===== config.mk =====
export PLATFORM = sky130hd
export DESIGN_NAME = dmem_arbiter_flat
export DESIGN_NICKNAME = d
export VERILOG_FILES = /design/src/rtl/dmem_pkg.sv /design/src/rtl/dmem_arbiter_if.sv /design/src/rtl/dmem_arbiter_rr_arb2.sv /design/src/rtl/dmem_arbiter.sv /design/src/flat_wrapper.sv
export SDC_FILE = /design/constraint.sdc
export NUM_CORES = 1
export LEC_CHECK = 0
export CAP_MARGIN = 15
export CORE_UTILIZATION = 43
export DETAILED_ROUTE_END_ITERATION = 12
export PLACE_DENSITY_LB_ADDON = 0.3
export REMOVE_ABC_BUFFERS = 1
export SYNTH_ARGS = -nofsm -noshare
export SYNTH_HDL_FRONTEND = slang
export SYNTH_SLANG_ARGS = --single-unit

===== constraint.sdc =====
create_clock -name clk -period 3.5 [get_ports clk]
set_input_delay 0.525 -clock clk [delete_from_list [all_inputs] [get_ports clk]]
set_output_delay 0.525 -clock clk [all_outputs]
set_load 0.02 [all_outputs]

===== src/rtl/dmem_pkg.sv =====
// Shared constants and types for the data-memory arbiter.
// Memory geometry, FSM state encoding and the one-bit port index.
package dmem_pkg;

  localparam int unsigned AW = 5;
  localparam int unsigned DW = 5;

  typedef enum logic [1:0] {
    StIdle,
    StAccess,
    StResp
  } state_e;

  typedef logic port_t;

endpackage


===== src/rtl/dmem_arbiter_if.sv =====
// Bus bundle between the two requesters, the arbiter and the single-ported memory.
// The arbiter takes the slave view; the requesters and the memory model take the master view.
interface dmem_arbiter_if;
  import dmem_pkg::*;

  logic          req0;
  logic          we0;
  logic [AW-1:0] addr0;
  logic [DW-1:0] wdata0;
  logic          ack0;
  logic [DW-1:0] rdata0;

  logic          req1;
  logic          we1;
  logic [AW-1:0] addr1;
  logic [DW-1:0] wdata1;
  logic          ack1;
  logic [DW-1:0] rdata1;

  logic          memwrite;
  logic          memread;
  logic [AW-1:0] memory_address;
  logic [DW-1:0] memory_write_data;
  logic [DW-1:0] memory_read_data;

  modport slave (
    input  req0, we0, addr0, wdata0,
    input  req1, we1, addr1, wdata1,
    input  memory_read_data,
    output ack0, rdata0, ack1, rdata1,
    output memwrite, memread, memory_address, memory_write_data
  );

  modport master (
    output req0, we0, addr0, wdata0,
    output req1, we1, addr1, wdata1,
    output memory_read_data,
    input  ack0, rdata0, ack1, rdata1,
    input  memwrite, memread, memory_address, memory_write_data
  );

endinterface


===== src/rtl/dmem_arbiter_rr_arb2.sv =====
// Two-way round-robin pick: a lone requester wins outright, a tie goes to the port
// that was not granted last. The grant pointer itself lives in the caller.
module rr_arb2
  import dmem_pkg::*;
(
  input  logic [1:0] req,
  input  port_t      last_grant,
  output logic       any_grant,
  output port_t      winner
);

  always_comb begin
    any_grant = |req;
    winner    = 1'b0;
    case (req)
      2'b01:   winner = 1'b0;
      2'b10:   winner = 1'b1;
      2'b11:   winner = ~last_grant;
      default: winner = 1'b0;
    endcase
  end

endmodule


===== src/rtl/dmem_arbiter.sv =====
// Shares the single-ported data memory between the CPU port (0) and the debug port (1).
// One transaction per IDLE -> ACCESS -> RESP pass; every output comes straight from a flop.
module dmem_arbiter
  import dmem_pkg::*;
(
  input  logic           clk,
  input  logic           reset_n,
  dmem_arbiter_if.slave  bus
);

  state_e        state_q, state_d;
  port_t         last_grant_q, last_grant_d;
  port_t         sel_q, sel_d;
  logic          we_q, we_d;
  logic [AW-1:0] addr_q, addr_d;
  logic [DW-1:0] wdata_q, wdata_d;
  logic [DW-1:0] rdata0_q, rdata0_d;
  logic [DW-1:0] rdata1_q, rdata1_d;
  logic          ack0_q, ack0_d;
  logic          ack1_q, ack1_d;
  logic          memwrite_q, memwrite_d;
  logic          memread_q, memread_d;

  logic          any_grant;
  port_t         winner;
  logic          win_we;
  logic [AW-1:0] win_addr;
  logic [DW-1:0] win_wdata;

  rr_arb2 u_rr_arb2 (
    .req        ({bus.req1, bus.req0}),
    .last_grant (last_grant_q),
    .any_grant  (any_grant),
    .winner     (winner)
  );

  always_comb begin
    win_we    = winner ? bus.we1    : bus.we0;
    win_addr  = winner ? bus.addr1  : bus.addr0;
    win_wdata = winner ? bus.wdata1 : bus.wdata0;
  end

  always_comb begin
    state_d      = state_q;
    last_grant_d = last_grant_q;
    sel_d        = sel_q;
    we_d         = we_q;
    addr_d       = addr_q;
    wdata_d      = wdata_q;
    rdata0_d     = rdata0_q;
    rdata1_d     = rdata1_q;
    ack0_d       = 1'b0;
    ack1_d       = 1'b0;
    memwrite_d   = 1'b0;
    memread_d    = 1'b0;

    unique case (state_q)
      StIdle: begin
        if (any_grant) begin
          // Fields are frozen here; later changes on the requester side are ignored.
          sel_d        = winner;
          last_grant_d = winner;
          we_d         = win_we;
          addr_d       = win_addr;
          wdata_d      = win_wdata;
          memwrite_d   = win_we;
          memread_d    = ~win_we;
          state_d      = StAccess;
        end
      end
      StAccess: begin
        if (!we_q) begin
          if (sel_q) rdata1_d = bus.memory_read_data;
          else       rdata0_d = bus.memory_read_data;
        end
        ack0_d  = ~sel_q;
        ack1_d  = sel_q;
        state_d = StResp;
      end
      StResp: begin
        state_d = StIdle;
      end
      default: begin
        state_d = StIdle;
      end
    endcase
  end

  always_ff @(posedge clk or negedge reset_n) begin
    if (!reset_n) begin
      state_q      <= StIdle;
      last_grant_q <= 1'b1;
      sel_q        <= 1'b0;
      we_q         <= 1'b0;
      addr_q       <= '0;
      wdata_q      <= '0;
      rdata0_q     <= '0;
      rdata1_q     <= '0;
      ack0_q       <= 1'b0;
      ack1_q       <= 1'b0;
      memwrite_q   <= 1'b0;
      memread_q    <= 1'b0;
    end else begin
      state_q      <= state_d;
      last_grant_q <= last_grant_d;
      sel_q        <= sel_d;
      we_q         <= we_d;
      addr_q       <= addr_d;
      wdata_q      <= wdata_d;
      rdata0_q     <= rdata0_d;
      rdata1_q     <= rdata1_d;
      ack0_q       <= ack0_d;
      ack1_q       <= ack1_d;
      memwrite_q   <= memwrite_d;
      memread_q    <= memread_d;
    end
  end

  // Address/data only move at grant, so they are stable across the strobe cycle.
  assign bus.memory_address    = addr_q;
  assign bus.memory_write_data = wdata_q;
  assign bus.memwrite          = memwrite_q;
  assign bus.memread           = memread_q;
  assign bus.ack0              = ack0_q;
  assign bus.ack1              = ack1_q;
  assign bus.rdata0            = rdata0_q;
  assign bus.rdata1            = rdata1_q;

endmodule


===== src/flat_wrapper.sv =====
// flat-port wrapper written by rule: the top's interface ports become plain ports
module dmem_arbiter_flat import dmem_pkg::*;
  (clk, reset_n, bus_req0, bus_we0, bus_addr0, bus_wdata0, bus_req1, bus_we1, bus_addr1, bus_wdata1, bus_memory_read_data, bus_ack0, bus_rdata0, bus_ack1, bus_rdata1, bus_memwrite, bus_memread, bus_memory_address, bus_memory_write_data);
  dmem_arbiter_if bus_i ();
  input  logic clk;
  input  logic reset_n;
  input wire logic [$bits(bus_i.req0)-1:0] bus_req0;
  input wire logic [$bits(bus_i.we0)-1:0] bus_we0;
  input wire logic [$bits(bus_i.addr0)-1:0] bus_addr0;
  input wire logic [$bits(bus_i.wdata0)-1:0] bus_wdata0;
  input wire logic [$bits(bus_i.req1)-1:0] bus_req1;
  input wire logic [$bits(bus_i.we1)-1:0] bus_we1;
  input wire logic [$bits(bus_i.addr1)-1:0] bus_addr1;
  input wire logic [$bits(bus_i.wdata1)-1:0] bus_wdata1;
  input wire logic [$bits(bus_i.memory_read_data)-1:0] bus_memory_read_data;
  output wire logic [$bits(bus_i.ack0)-1:0] bus_ack0;
  output wire logic [$bits(bus_i.rdata0)-1:0] bus_rdata0;
  output wire logic [$bits(bus_i.ack1)-1:0] bus_ack1;
  output wire logic [$bits(bus_i.rdata1)-1:0] bus_rdata1;
  output wire logic [$bits(bus_i.memwrite)-1:0] bus_memwrite;
  output wire logic [$bits(bus_i.memread)-1:0] bus_memread;
  output wire logic [$bits(bus_i.memory_address)-1:0] bus_memory_address;
  output wire logic [$bits(bus_i.memory_write_data)-1:0] bus_memory_write_data;
  assign bus_i.req0 = bus_req0;
  assign bus_i.we0 = bus_we0;
  assign bus_i.addr0 = bus_addr0;
  assign bus_i.wdata0 = bus_wdata0;
  assign bus_i.req1 = bus_req1;
  assign bus_i.we1 = bus_we1;
  assign bus_i.addr1 = bus_addr1;
  assign bus_i.wdata1 = bus_wdata1;
  assign bus_i.memory_read_data = bus_memory_read_data;
  assign bus_ack0 = bus_i.ack0;
  assign bus_rdata0 = bus_i.rdata0;
  assign bus_ack1 = bus_i.ack1;
  assign bus_rdata1 = bus_i.rdata1;
  assign bus_memwrite = bus_i.memwrite;
  assign bus_memread = bus_i.memread;
  assign bus_memory_address = bus_i.memory_address;
  assign bus_memory_write_data = bus_i.memory_write_data;
  dmem_arbiter u_core (.clk(clk), .reset_n(reset_n), .bus(bus_i));
endmodule

==> impl_metrics.yaml <==
status:
  outcome: "complete, no violations"
power:
  p_leak_uw: 0.000781
  power_density_mw_per_mm2: 856
  irDropWorstVdd_mv: 0.533
sta:
  worst_slew_pin_slew_ps: 538
  hold_ws_ps: 490
  tns_ps: 0
  setup_violations: 0
  fmax_ghz: 0.544
  maxSlewViolCount: 0
  rsz0062_at_grt: "no"
  fin_crit_sh_pct: 52.5
  slew_headroom_pct: 64.1
  fin_crit_ps: 1840
  final-hold-violation-count: 0
  worst_clock_skew_ps: 10.5
setup_path:
  path_class: "reg2out"
  crit_family: "buffers and inverters"
  slowest_stage: "clkdlybuf4s50_1"
  path_cells: "clkdlybuf4s50_1"
  worst_setup_path_end_kind: "output port"
  critPathRequiredTime_ps: 2970
  slowest_delay_ps: 630
  arrival_ps: 1310
  cp-start-kind: "flip-flop"
  path_max_fanout: 2
  crit_buf_inv: 1
final_layout:
  diodes: 0
  syn2layout_area_growth_pct: 52.3
  layout_common_cells: "54 x clkdlybuf4s50_1, 28 x dfrtp_1, 21 x nand2_1, 13 x a21oi_1, 11 x a31oi_1"
  drive_gt1_share_pct: 11.7
  fin_nets: 193
  nFillCells: 209
  final_common_cell: "clkdlybuf4s50_1"
routing:
  via_per_inst: 5.04
  drt-initial-drc-count: 8
  drt_wl_total_mm: 2.56
  routed-via-count: 972
  wire_per_inst_um: 13.3
  drtPass1Iterations: 3
  drc: 0
  postRouteAntennaNets: 0
clock_tree:
  clock_latency_ps: 310
  cts_resized: 0
  clkTransAtPathRegs_ps: 90
  cts_root_buffer: "clkbuf_4"
  cts_tree: "yes"
  cts_buffer_depth: 2
  hold_buffers: 0
  post-cts-setup-buffers: 0
  cts_buffers: 5
  cts.sinks: 29
  htree_levels: 2
yosys:
  synth_top_family_by_area: "compound AO/OA/AOI/OAI gates"
  syn_inst: 104
  yosysSeqAreaShare_pct: 61.2
  synthFlopType: "dfrtp_1"
  synth_seq_cells: 29
  postSynth.asyncResetShare_pct: 100
  synthMuxAreaShare_pct: 10.3
  yosys_warnings: 0
  synth-compound-area-share_pct: 13.5
  synth_edf_count: 0
  synth-xor-area-share_pct: 0
  synth_simple_gate_area_share_pct: 12.3
  synth.distinct_cells: 22
  synth_area_sq_mm: 0.00119
  yosys.area_share.adder_pct: 0
  syn_avg_cell_area_sq_um: 11.4
grt:
  track_usage_pct: 19.8
  grt_max_degree: 30
  grt_pass1_vias: 988
  grt_pass1_wl_mm: 4.00
  antenna_found_initial: 0
  overflow: 0
floorplanning:
  rows: 18
  io_pins: 55
  core_region_area_sq_mm: 0.00254
  die_x_um: 54.6
  fp.dieH_um: 54.6
  start_util_pct: 46.7
  die_area_sq_mm: 0.00298
placed_design:
  gp_congestion: 0.743
  portBuffers: 54
  post-dp-hpwl_mm: 1.92
hold_path:
  min_path_type: "reg2reg"
run:
  maxCapViolations: 0
==> per-stage QoR <==
stage	utilization (%)	power, uW	setup slack [ps]	area [sq um]	cells
2_1_floorplan	-	1000	1970	1160	99
3_3_place_gp	69.0	1350	1430	1760	185
3_5_place_dp	69.0	1380	1350	1760	185
4_1_cts	71.0	1570	1640	1810	193
5_1_grt	71.0	1650	1530	1810	193
6_report	71.0	1550	1660	1810	193
==> routing by layer <==
metal,share of wire (%),track usage (%)
met5,0,0
met4,0.86,5.98
met3,7.3,8.06
met2,51,36.0
met1,41,20.7
==> synthesized netlist by cell type (2+ instances only) <==
cell / count / area [sq um]
a21oi_1: 13 / 65.1
a31oi_1: 11 / 68.8
buf_2: 4 / 20.0
dfrtp_1: 28 / 701
inv_1: 2 / 7.51
mux2_1: 5 / 56.3
mux2_2: 5 / 56.3
nand2_1: 21 / 78.8
nor2_1: 2 / 7.51
==> sequential cells by signal, summed over array words and instances, names as in the netlist <==
register                      cells
u_core.bus.ack0                   1
u_core.bus.ack1                   1
u_core.bus.memory_address         5
u_core.bus.memory_write_data      5
u_core.bus.memread                1
u_core.bus.memwrite               1
u_core.bus.rdata0                 5
u_core.bus.rdata1                 5
u_core.last_grant_q               1
u_core.sel_q                      1
u_core.state_q                    2
u_core.we_q                       1
==> layout make-up <==
| type | count | area (sq um) | area share, % |
|---|---|---|---|
| clock inverters | 2 | 10.0 | 0.554 |
| inverters | 2 | 7.51 | 0.415 |
| repair buffers | 56 | 556 | 30.7 |
| well taps | 30 | 37.5 | 2.08 |
| clock buffers | 6 | 41.3 | 2.28 |
| flip-flops and latches | 29 | 727 | 40.2 |
| multi-input cells | 68 | 429 | 23.7 |
==> cell families after synthesis <==
logic type | count (synthesis)
multiplexers | 11
buffers and inverters | 7
flip-flops | 29
AO/OA/AOI/OAI | 27
AND/OR/NAND/NOR | 30
==> where the power goes <==
| group | leakage, uW | internal (uW) | switching (uW) |
|---|---|---|---|
| registers | 0.000345 | 500 | 95.3 |
| clock network | 0.0000320 | 76.4 | 108 |
| logic | 0.000404 | 381 | 387 |
| total | 0.000781 | 958 | 590 |
==> worst paths after layout <==
path	start	endpoint	slack (ps)	cells past startpoint
max	u_core.bus.memory_address[3]$_DFFE_PN0P_	bus_memory_address[3]	1660	1
min	u_core.bus.rdata1[3]$_DFFE_PN0P_	u_core.bus.rdata1[3]$_DFFE_PN0P_	490	1
max reg2reg	u_core.state_q[0]$_DFFE_PN0P_	u_core.bus.memory_write_data[2]$_DFFE_PN0P_	1890	4
min reg2reg	u_core.bus.rdata1[3]$_DFFE_PN0P_	u_core.bus.rdata1[3]$_DFFE_PN0P_	490	1
max in group asynchronous	reset_n	u_core.last_grant_q$_DFFE_PN1P_	2620	2
min in group asynchronous	reset_n	u_core.bus.rdata0[3]$_DFFE_PN0P_	570	2
No activity file was read; power rests on OpenSTA's default activity.
